$ cat config.mk
export PLATFORM = sky130hd
export DESIGN_NAME = vector_packer
export DESIGN_NICKNAME = d
export VERILOG_FILES = /design/src/rtl/vector_packer.sv
export SDC_FILE = /design/constraint.sdc
export NUM_CORES = 1
export LEC_CHECK = 0
export BUFFER_PORTS_ARGS = -buffer_cell sky130_fd_sc_hd__buf_2
export CORE_AREA = 5 5 418 255
export CTS_CLUSTER_DIAMETER = 120
export DETAILED_ROUTE_END_ITERATION = 12
export DIE_AREA = 0 0 423 260
export HOLD_SLACK_MARGIN = 0.15
export PLACE_DENSITY_LB_ADDON = 0.25
export SETUP_SLACK_MARGIN = 0.4
export SLEW_MARGIN = 0
export SYNTH_ARGS = -nofsm -noshare
export SYNTH_HDL_FRONTEND = slang
export SYNTH_SLANG_ARGS = --single-unit
$ cat constraint.sdc
create_clock -name clk -period 3.1 [get_ports clk]
set_clock_uncertainty 0.1 [all_clocks]
set_input_delay 0.155 -clock clk [delete_from_list [all_inputs] [get_ports clk]]
set_output_delay 0.155 -clock clk [all_outputs]
set_load 0.03 [all_outputs]
$ cat src/rtl/vector_packer.sv
// vector_packer: gathers a lane-serial scalar stream into N-lane vectors.
// Each completed vector sits in an output register until the consumer
// accepts it. A second completed vector can wait in the accumulator, and
// while it waits the scalar source is held off.
// Optional feature macro: VECTOR_PACKER_ZERO_PAD_EN. When it is defined,
// the accumulator is cleared after every move, so lanes left unwritten in a
// short vector read as 0.

module vector_packer_lane #(
  parameter int DATA_WIDTH = 32
) (
  input  logic                  clk,
  input  logic                  reset_n,
  input  logic                  wr,
  input  logic                  clr,
  input  logic                  load,
  input  logic [DATA_WIDTH-1:0] din,
  output logic [DATA_WIDTH-1:0] out_q
);
  logic [DATA_WIDTH-1:0] acc_q;

  // Accumulator lane plus its output lane. A scalar that closes the vector
  // bypasses the accumulator and goes straight into the output lane.
  always_ff @(posedge clk or negedge reset_n) begin
    if (!reset_n) begin
      acc_q <= '0;
      out_q <= '0;
    end else begin
      if (load) out_q <= wr ? din : acc_q;
      if (clr)     acc_q <= '0;
      else if (wr) acc_q <= din;
    end
  end
endmodule

module vector_packer #(
  parameter int N          = 16,
  parameter int DATA_WIDTH = 32
) (
  input  logic                  clk,
  input  logic                  reset_n,
  input  logic [DATA_WIDTH-1:0] in_data,
  input  logic                  in_valid,
  input  logic [1:0]            in_eof,
  output logic                  in_ready,
  output logic [DATA_WIDTH-1:0] vector_out [N-1:0],
  output logic                  enqueue,
  output logic [1:0]            eof_out,
  input  logic                  out_ready
);
  localparam int IW = (N > 1) ? $clog2(N) : 1;
  localparam logic [IW-1:0] LAST = IW'(N - 1);

  logic [IW-1:0] idx;
  logic          acc_closed;
  logic [1:0]    acc_eof;
  logic          accept, closing, out_free, move_acc, move_new, load, clr;

  assign in_ready = ~acc_closed;
  assign accept   = in_valid && in_ready;
  assign closing  = accept && ((idx == LAST) || (in_eof != 2'b00));
  assign out_free = !enqueue || out_ready;
  assign move_acc = acc_closed && out_free;
  assign move_new = closing && out_free;
  assign load     = move_acc || move_new;

`ifdef VECTOR_PACKER_ZERO_PAD_EN
  assign clr = load;
`else
  assign clr = 1'b0;
`endif

  for (genvar i = 0; i < N; i++) begin : g_lane
    logic wr;
    assign wr = accept && (idx == IW'(i));
    vector_packer_lane #(.DATA_WIDTH(DATA_WIDTH)) u_lane (
      .clk     (clk),
      .reset_n (reset_n),
      .wr      (wr),
      .clr     (clr),
      .load    (load),
      .din     (in_data),
      .out_q   (vector_out[i])
    );
  end

  // Lane index, parked-vector flag and output-register valid/tag.
  always_ff @(posedge clk or negedge reset_n) begin
    if (!reset_n) begin
      idx        <= '0;
      acc_closed <= 1'b0;
      acc_eof    <= 2'b00;
      enqueue    <= 1'b0;
      eof_out    <= 2'b00;
    end else begin
      if (closing) begin
        idx     <= '0;
        acc_eof <= in_eof;
      end else if (accept) begin
        idx <= idx + 1'b1;
      end
      if (move_acc)                 acc_closed <= 1'b0;
      else if (closing && !out_free) acc_closed <= 1'b1;
      enqueue <= load || (enqueue && !out_ready);
      if (load) eof_out <= move_acc ? acc_eof : in_eof;
    end
  end
endmodule

==> results of run 1 <==
## synth_stat cells, types with 2 or more instances
cell type  count  area share
buf_2         46      0.0057
nor3_1         2     0.00025
nand2_1       18      0.0017
nor2_1         5     0.00046
buf_6         53       0.015
o21ai_0        4     0.00049
mux2_4       480        0.18
dfrtp_1     1034        0.64
mux2_2       544        0.15
nand3_1        2     0.00025
ha_1           4      0.0012
and4bb_2       2     0.00062
mux2_1         2     0.00055
a211oi_1       2     0.00037
buf_1          9     0.00083
nand2b_1       2     0.00031
inv_1          3     0.00028
clkbuf_1      32      0.0030
o22ai_1        2     0.00031
nor2b_1        3     0.00046
## area by class of cell
class,instances,area [um2],area share
flip-flops and latches,1034,25900,0.530
multi-input cells,1082,13800,0.282
repair buffers,657,4040,0.0827
clock buffers,137,2870,0.0587
well taps,1348,1690,0.0345
clock inverters,39,593,0.0121
inverters,3,11.3,0.000230
diodes,3,7.51,0.000154
## stage by stage
stage,cells,hold slack (ns),worst slack (ns),power (mW),utilization
2_1_floorplan,2259,-0.241,0.869,24.7,-
6_report,4303,0.218,0.494,40.6,0.478
3_3_place_gp,4084,0.123,0.540,27.8,0.440
5_1_grt,4300,0.227,0.408,42.3,0.478
3_5_place_dp,4084,0.122,0.420,28.1,0.440
4_1_cts,4300,0.192,0.407,41.2,0.478
## power by group
group          switching, mW  internal, mW
Clock                   5.28          7.56
Sequential              1.26          16.2
Combinational           5.96          4.37
Total                   12.5          28.1
## cell usage in the layout (no fill, tap or decap), drive strengths merged, types with 2 or more instances in the layout
master	n
nor2	6
nand2	18
bufinv	13
dfrtp	1034
nand3	2
a211oi	2
clkinv	22
diode	3
dlygate4sd3	39
o22ai	2
nor3	2
o21ai	4
inv	6
nand2b	2
ha	4
nor2b	3
and4bb	2
buf	618
mux2	1026
clkbuf	137
## cell families (layout without fill, tap and decap cells)
kind of cell    after synthesis  after routing  share of synthesized area
flops                      1034           1034                      0.637
mux                        1026           1026                      0.329
buf+inv                     143            836                     0.0244
simple gates                 40             40                    0.00552
compound gates               11             11                    0.00225
fa+ha+maj                     4              4                    0.00123
xor+xnor                      1              1                   0.000216
other cells                   0              3                          0
## routing by layer
layer	global-route usage	share of wire	vias up
met4	0.0465	0.022	0
li1	-	-	9197
met1	0.253	0.44	11600
met2	0.314	0.49	439
met5	0	0	-
met3	0.0436	0.048	142
## what timing repair did
item	4_1_cts	5_1_grt
hold endpoints to repair	1678	0
setup endpoints to repair	0	53
hold buffers	40	0
resized for setup	0	2
## final timing paths
path                                             start                           to  cells past startpoint
min                                            reset_n   g_lane[2].u_lane.acc_q[25]                      3
max reg2reg                                     idx[3]  g_lane[12].u_lane.out_q[31]                      6
min reg2reg                g_lane[15].u_lane.acc_q[21]  g_lane[15].u_lane.acc_q[21]                      1
max in group asynchronous                      reset_n   g_lane[10].u_lane.acc_q[2]                      3
max                                             idx[3]  g_lane[12].u_lane.out_q[31]                      6
min in group clk                             in_eof[1]                   acc_eof[1]                      3
## registers in the layout (all words and copies together) (netlist names)
name,flops
g_lane.u_lane.acc_q,512
g_lane.u_lane.out_q,512
idx,4
acc_eof,2
eof_out,2
acc_closed,1
enqueue,1
## tightest hold or removal path, stage by stage
cell and delay, ns:
dlygate4sd3_1 0.57, buf_8 0.32, buf_12 0.35
==> flow_summary.json, run 1 <==
{
  "outcome": "finished, final reports clean",
  "seq_area_frac_synth": 0.637,
  "finalCritPeriodShare": 0.841,
  "finalHoldViolCount": 0,
  "fmax_ghz": 0.384,
  "criticalPathCategory": "flop to flop",
  "final_nets": 2919,
  "clock_tree.root_cell": "clkbuf_16",
  "stdcell_area_um2": 48900,
  "drtIter0Drc": 1026,
  "grt_max_degree": 135,
  "p_per_area_nw_per_um2": 832,
  "cts_tree": "done",
  "drc": 0,
  "worst_pin_slew_ns": 0.754,
  "ys_warn_count": 0,
  "fillers": 8541,
  "grt_pass1_vias": 23700,
  "cts_max_path_buffers": 3,
  "synthArstFlopShare": 1.00,
  "synth_fp_nets": 2301,
  "rows": 91,
  "synth_edf_count": 0,
  "path_delay_family": "buffers and inverters",
  "syn-cell-area_um2": 40600,
  "setup_viol": 0,
  "ir_worst_vdd_uv": 568,
  "drv_cap": 0,
  "dr_total_vias": 21400,
  "grt_pass1_wl_mm": 159,
  "slew_viol_final": 0,
  "synth_cells": 2259,
  "io_buffers": 553,
  "grt_setup_unrepaired": "no",
  "timing.critical_path.buf_inv": 2,
  "relSlewSlack": 0.498,
  "period_needed_ns": 2.61,
  "cts_buffers": 99,
  "viasPerCell": 4.96,
  "cp.arrival_ns": 3.05,
  "r2r_setup_slack_ns": 0.49,
  "slowest_stage": "dfrtp_1",
  "core_area_um2": 102000,
  "cp_cell_sequence": "and4b_2, a221oi_4, nor2_4, buf_12, buf_4, mux2_2",
  "num_io_pins": 554,
  "start_kind": "flop",
  "floorplan.initialDensity": 0.397,
  "wl_mm": 105,
  "required_ns": 3.54,
  "fp.dieArea_um2": 110000,
  "layout-drive-gt1-share": 0.620,
  "grt-ovfl-total": 0,
  "die_h_um": 260,
  "grt_antenna_before_repair": 1,
  "setup_tns_ns": 0,
  "max_stage_delay_ns": 0.52,
  "syn_area_per_cell_um2": 18.0,
  "critical_path_peak_fanout": 37,
  "cts_sinks": 1034,
  "hold_class": "input port to async pin",
  "ys_types": 30,
  "placed_area_um2": 45000,
  "dr.pass1.iters": 4,
  "ys.flop_type": "dfrtp_1",
  "area_delta_synth_final_pct": 20.4,
  "power_leakage_nw": 25.7,
  "post_cts_buffers": 0,
  "end_kind": "flop",
  "cts_htree_levels": 3,
  "clkTransAtPathRegs_ns": 0.06,
  "wl_per_cell_um": 24.5,
  "antenna_left": 0,
  "fp.dieW_um": 423,
  "place.gp.congestion": 0.788,
  "hpwl_mm": 68.8,
  "grtUsageTotal": 0.189,
  "clk_latency_ns": 0.66,
  "yosys_register_bits": 1034
}
No activity file was read; power rests on OpenSTA's default activity.
==> run 2, diff against run 1 <==
--- a/config.mk
+++ b/config.mk
@@ -5,11 +5,12 @@
 export SDC_FILE = /design/constraint.sdc
 export NUM_CORES = 1
 export LEC_CHECK = 0
+export ABC_AREA = 1
 export BUFFER_PORTS_ARGS = -buffer_cell sky130_fd_sc_hd__buf_2
-export CORE_AREA = 5 5 418 255
+export CORE_AREA = 5 5 419 256
 export CTS_CLUSTER_DIAMETER = 120
 export DETAILED_ROUTE_END_ITERATION = 12
-export DIE_AREA = 0 0 423 260
+export DIE_AREA = 0 0 424 261
 export HOLD_SLACK_MARGIN = 0.15
 export PLACE_DENSITY_LB_ADDON = 0.25
 export SETUP_SLACK_MARGIN = 0.4
==> constraint.sdc (replaced) <==
create_clock -name clk -period 2.5 [get_ports clk]
set_clock_uncertainty 0.1 [all_clocks]
set_input_delay 0.125 -clock clk [delete_from_list [all_inputs] [get_ports clk]]
set_output_delay 0.125 -clock clk [all_outputs]
set_load 0.03 [all_outputs]
==> flow_summary.json, run 2 <==
{
  "outcome": "finished, final reports clean",
  "synth_cells": 4593,
  "synth_top_area_share": 0.632,
  "syn_area_per_cell_um2": 8.91,
  "syn-cell-area_um2": 40900,
  "slew_viol_final": 0,
  "dr.pass1.iters": 6,
  "rows": 92,
  "fp.dieArea_um2": 111000,
  "reg_top3": "g_lane.u_lane.acc_q x512, g_lane.u_lane.out_q x512, idx x4",
  "comb_power_share": 0.273,
  "io_buffers": 553,
  "end_kind": "flop",
  "area_delta_synth_final_pct": 23.2,
  "clock_tree.root_cell": "clkbuf_16",
  "seq_area_um2": 25900,
  "r2r_end": "g_lane[11].u_lane.out_q[20]",
  "critical_path_peak_fanout": 74,
  "pwr-share-clk": 0.309,
  "clk_latency_ns": 0.72,
  "hpwl_mm": 92.5,
  "start_kind": "flop",
  "relSlewSlack": 0.337,
  "layout-drive-gt1-share": 0.183,
  "layout_common_cells": "2197 x nand2_1, 1033 x dfrtp_1, 552 x buf_2, 526 x nand3_1, 201 x o21ai_0",
  "hold_start": "in_eof[1]",
  "clkTransAtPathRegs_ns": 0.07,
  "netSwitchingFraction": 0.366,
  "rr_worst_depth": 8,
  "criticalPathCategory": "flop to flop",
  "p_int_mw": 34.1,
  "grt_use_met1": 0.372,
  "cp.arrival_ns": 2.61,
  "place_inst": 6269,
  "dr_total_vias": 34600,
  "hold_class": "input port to flop",
  "grt_antenna_before_repair": 9,
  "drtIter0Drc": 3642,
  "grt_setup_unrepaired": "yes",
  "synthTopCellsByCount": "2201 x nand2_1, 1034 x dfrtp_1, 532 x nand3_1",
  "switching_power_mw": 19.7,
  "period_needed_ns": 2.06,
  "grtUsageTotal": 0.264,
  "use_met3": 0.0584,
  "setup_tns_ns": 0,
  "finalHoldViolCount": 0,
  "num_io_pins": 554,
  "synth_most_common_cell": "nand2_1",
  "ys_warn_count": 0,
  "cts_sinks": 1034,
  "place.gp.congestion": 0.819,
  "whs_path_depth": 6,
  "antenna_left": 0,
  "power_leakage_nw": 28.7,
  "required_ns": 3.05,
  "p_seq_frac": 0.418,
  "floorplan.initialDensity": 0.395,
  "grt_pass1_vias": 33300,
  "cts_tree": "done",
  "drc": 0,
  "ir_worst_vdd_uv": 582,
  "ys.flop_type": "dfrtp_1",
  "fmax_ghz": 0.486,
  "met2_usage": 0.409,
  "final_cells": 6534,
  "grt_pass1_wl_mm": 221,
  "regToRegStartpoint": "idx[0]",
  "synth_edf_count": 0,
  "synth_fp_nets": 4635,
  "cts_buffers": 100,
  "grt_max_degree": 103,
  "core_area_um2": 103000,
  "die_h_um": 261,
  "cts_htree_levels": 3,
  "synthArstFlopShare": 1.00,
  "viasPerCell": 5.30,
  "final_common_cell": "nand2_1",
  "yosys-top-cells-area": "dfrtp_1 63%, nand2_1 20%, nand3_1 6.5%, o21ai_0 2.5%, buf_2 2.2%",
  "wl_per_cell_um": 23.5,
  "power.total_mw": 53.8,
  "wl_mm": 154,
  "busiest_layer": "met2",
  "fp.dieW_um": 424,
  "final_nets": 5122,
  "setup_viol": 0,
  "ys_types": 20,
  "drv_cap": 0,
  "finalCritPeriodShare": 0.823,
  "fillers": 9778,
  "synth_top_area_cell": "dfrtp_1",
  "r2r_setup_slack_ns": 0.44,
  "yosys_register_bits": 1034,
  "multi_input_area_um2": 13400,
  "worst_pin_slew_ns": 0.995,
  "seq_area_frac_synth": 0.632,
  "cts_max_path_buffers": 3,
  "grt-ovfl-total": 0,
  "holdPathEnd": "eof_out[1]",
  "p_per_area_nw_per_um2": 1070
}
==> run 2: per-stage QoR <==
| stage | worst slack (ns) | area (um2) | hold WS [ns] | util |
|---|---|---|---|---|
| after detailed placement | 0.241 | 45600 | 0.00759 | 0.440 |
| after global routing | 0.313 | 50400 | 0.267 | 0.487 |
| after CTS | 0.385 | 49800 | 0.248 | 0.481 |
| after floorplan | 0.661 | 40900 | -0.271 | - |
| after global placement | 0.251 | 45600 | 0.00706 | 0.440 |
| final | 0.442 | 50400 | 0.303 | 0.487 |
==> run 2: worst max path at each step <==
stage / start / end / slack, ns / cells past startpoint
2_1_floorplan: idx[0] / g_lane[10].u_lane.out_q[12] / 0.66 / 10
3_3_place_gp: idx[0] / g_lane[0].u_lane.out_q[6] / 0.25 / 9
3_5_place_dp: idx[0] / g_lane[0].u_lane.out_q[6] / 0.24 / 9
4_1_cts: idx[0] / g_lane[6].u_lane.out_q[31] / 0.38 / 9
5_1_grt: idx[0] / g_lane[9].u_lane.out_q[15] / 0.31 / 8
6_report: idx[0] / g_lane[11].u_lane.out_q[20] / 0.44 / 8
==> run 2: metal layers <==
metal	vias up	routed length, um
li1	15700	-
met1	17300	65800
met2	1366	71000
met3	248	12100
met4	2	4990
met5	-	13
==> run 2: critical path, cell delays in order (launching register included) <==
cell     delay [ns]
dfrtp_1        0.42
ha_1           0.23
nand3_1        0.15
nand2_2        0.10
nand3_4        0.13
buf_6          0.24
buf_16         0.30
nand3_1        0.15
nand2_1        0.10
==> run 2: cell families after synthesis <==
kind of cell               synth area share
buffers and inverters                0.0449
AOI/OAI and AO/OA                    0.0319
and+or+nand+nor                       0.290
adders and majority gates           0.00122
DFF                                   0.632
==> run 2: repair_timing <==
action                                   CTS  global route
resized for setup                         15            40
hold endpoints to repair                1891             0
endpoints found under the setup margin   381           494
buffers inserted                           7             4
cloned                                     2            16
hold buffers                              43             0
pin swaps                                  1             3
==> run 2: cell type report <==
| cell class | instances | area share |
|---|---|---|
| flip-flops and latches | 1034 | 0.513 |
| multi-input cells | 3150 | 0.266 |
| repair buffers | 782 | 0.115 |
| clock buffers | 140 | 0.0560 |
| well taps | 1363 | 0.0338 |
| clock inverters | 48 | 0.0152 |
| inverters | 12 | 0.000943 |
| diodes | 5 | 0.000248 |
==> run 2: power by group through the flow <==
stage	logic, mW	registers (mW)	clock network, mW
finish	14.7	22.5	16.6
CTS	14.4	22.5	16.8
global placement	14.0	22.7	0
detailed placement	14.2	22.7	0
global route	15.9	22.8	17.6
floorplan	5.24	26.0	0
==> run 3, diff against run 2 <==
--- a/config.mk
+++ b/config.mk
@@ -5,12 +5,12 @@
 export SDC_FILE = /design/constraint.sdc
 export NUM_CORES = 1
 export LEC_CHECK = 0
-export ABC_AREA = 1
+export ABC_AREA = 0
 export BUFFER_PORTS_ARGS = -buffer_cell sky130_fd_sc_hd__buf_2
-export CORE_AREA = 5 5 419 256
+export CORE_AREA = 5 5 418 255
 export CTS_CLUSTER_DIAMETER = 120
 export DETAILED_ROUTE_END_ITERATION = 12
-export DIE_AREA = 0 0 424 261
+export DIE_AREA = 0 0 423 260
 export HOLD_SLACK_MARGIN = 0.15
 export PLACE_DENSITY_LB_ADDON = 0.25
 export SETUP_SLACK_MARGIN = 0.4
==> constraint.sdc (replaced) <==
create_clock -name clk -period 1.8 [get_ports clk]
set_clock_uncertainty 0.1 [all_clocks]
set_input_delay 0.09 -clock clk [delete_from_list [all_inputs] [get_ports clk]]
set_output_delay 0.09 -clock clk [all_outputs]
set_load 0.03 [all_outputs]
==> flow_summary.json, run 3 (synthesis results as in run 1) <==
{
  "outcome": "complete, but fails checks",
  "violations": "negative hold slack, negative setup slack",
  "criticalPathCategory": "flop to flop",
  "finalCritPeriodShare": 1.23,
  "relSlewSlack": 0.599,
  "fmax_ghz": 0.451,
  "drv_cap": 0,
  "num_io_pins": 554,
  "grt_antenna_before_repair": 3,
  "cts_sinks": 1034,
  "p_per_area_nw_per_um2": 1390,
  "drc": 0,
  "cts_htree_levels": 3,
  "layout-drive-gt1-share": 0.639,
  "placed_area_um2": 46100,
  "grt_pass1_vias": 24300,
  "whs_ns": -0.162,
  "hpwl_mm": 72.6,
  "pwr-share-clk": 0.308,
  "worst_pin_slew_ns": 0.602,
  "power_leakage_nw": 26.9,
  "finalHoldViolCount": 4,
  "dr.pass1.iters": 4,
  "comb_power_share": 0.268,
  "setup_viol": 895,
  "clock_tree.root_cell": "clkbuf_16",
  "r2r_setup_slack_ns": -0.42,
  "area_delta_synth_final_pct": 25.7,
  "fp.dieArea_um2": 110000,
  "stdcell_area_um2": 51000,
  "final_nets": 3048,
  "start_kind": "flop",
  "wl_per_cell_um": 25.0,
  "setup_tns_ns": -193.17,
  "viasPerCell": 4.96,
  "reg_top3": "g_lane.u_lane.acc_q x512, g_lane.u_lane.out_q x512, idx x4",
  "wl_mm": 111,
  "ir_worst_vdd_uv": 864,
  "required_ns": 2.26,
  "final_common_cell": "dfrtp_1",
  "die_h_um": 260,
  "drtIter0Drc": 1216,
  "cts_buffers": 99,
  "hold_class": "input port to flop",
  "slew_viol_final": 0,
  "cts_max_path_buffers": 3,
  "core_area_um2": 102000,
  "fin_util": 0.500,
  "layout_common_cells": "1033 x dfrtp_1, 552 x buf_2, 515 x mux2_4, 509 x mux2_2, 105 x clkbuf_16",
  "cp.arrival_ns": 2.67,
  "p_int_mw": 48.9,
  "fp.dieW_um": 423,
  "hold_buffers": 38,
  "place.gp.congestion": 0.806,
  "clk_latency_ns": 0.68,
  "fillers": 8411,
  "grt_setup_unrepaired": "yes",
  "antenna_left": 0,
  "switching_power_mw": 22.2,
  "io_buffers": 553,
  "floorplan.initialDensity": 0.397,
  "period_needed_ns": 2.22,
  "grt_pass1_wl_mm": 165,
  "dr_total_vias": 22000,
  "end_kind": "flop",
  "critical_path_peak_fanout": 18,
  "p_seq_frac": 0.424,
  "clkTransAtPathRegs_ns": 0.07,
  "grtUsageTotal": 0.199,
  "netSwitchingFraction": 0.312,
  "cts_tree": "done",
  "finalWorstSetupSlack_ns": -0.417,
  "grt-ovfl-total": 0,
  "rows": 91,
  "grt_max_degree": 92
}
run 3: path summary, 6_finish.rpt:
path | startpoint | endpoint | depth (start not counted)
setup / recovery | idx[3] | g_lane[14].u_lane.out_q[8] | 7
hold / removal | in_valid | enqueue | 5
setup reg to reg | idx[3] | g_lane[14].u_lane.out_q[8] | 7
hold reg to reg | g_lane[8].u_lane.acc_q[0] | g_lane[8].u_lane.acc_q[0] | 1
max in group asynchronous | reset_n | g_lane[13].u_lane.out_q[5] | 5
min in group asynchronous | reset_n | g_lane[0].u_lane.acc_q[25] | 4
run 3: power by group through the flow:
stage / Sequential, mW / Clock [mW] / Combinational, mW
after global placement: 30.4 / 0 / 17.8
final: 30.2 / 21.9 / 19.0
after detailed placement: 30.5 / 0 / 18.2
after CTS: 30.2 / 22.4 / 19.0
after floorplan: 34.7 / 0 / 8.03
after global routing: 30.6 / 23.4 / 20.1
run 3: area by class of cell:
| class | instances | area (um2) | share of cell area |
|---|---|---|---|
| flip-flops and latches | 1034 | 25900 | 0.507 |
| inverters | 3 | 11.3 | 0.000221 |
| clock inverters | 51 | 593 | 0.0116 |
| clock buffers | 134 | 2860 | 0.0561 |
| multi-input cells | 1082 | 14100 | 0.276 |
| diodes | 3 | 7.51 | 0.000147 |
| well taps | 1348 | 1690 | 0.0331 |
| repair buffers | 786 | 5900 | 0.116 |
run 3: metal layers:
layer / share of wire / vias to the layer above / track usage
met4: 0.021 / 0 / 0.0487
met5: 0 / - / 0
met2: 0.47 / 462 / 0.321
met3: 0.050 / 136 / 0.0382
met1: 0.46 / 11900 / 0.279
li1: - / 9484 / -
run 3: critical path, cell delays in order (launching register included):
cell and delay, ns:
dfrtp_1 0.43, and4b_2 0.26, a221oi_4 0.34, nor2_4 0.10
buf_12 0.19, buf_12 0.18, buf_4 0.17, mux2_4 0.30
run 3: what timing repair did:
action / 4_1_cts / 5_1_grt
setup endpoints to repair: 1550 / 1758
cloned: 12 / 4
resized for setup: 77 / 20
endpoints found under the hold margin: 1983 / 6
buffers inserted: 13 / 14
pin swaps: 4 / 3
run 3: metrics by stage:
stage	hold slack, ns	std cells	worst slack [ns]	power [mW]
floorplan	-0.306	2259	-0.260	42.7
global route	-0.181	4440	-0.496	74.1
finish	-0.162	4441	-0.417	71.1
CTS	-0.226	4420	-0.387	71.6
detailed placement	-0.0844	4172	-0.439	48.8
global placement	-0.0865	4172	-0.364	48.2
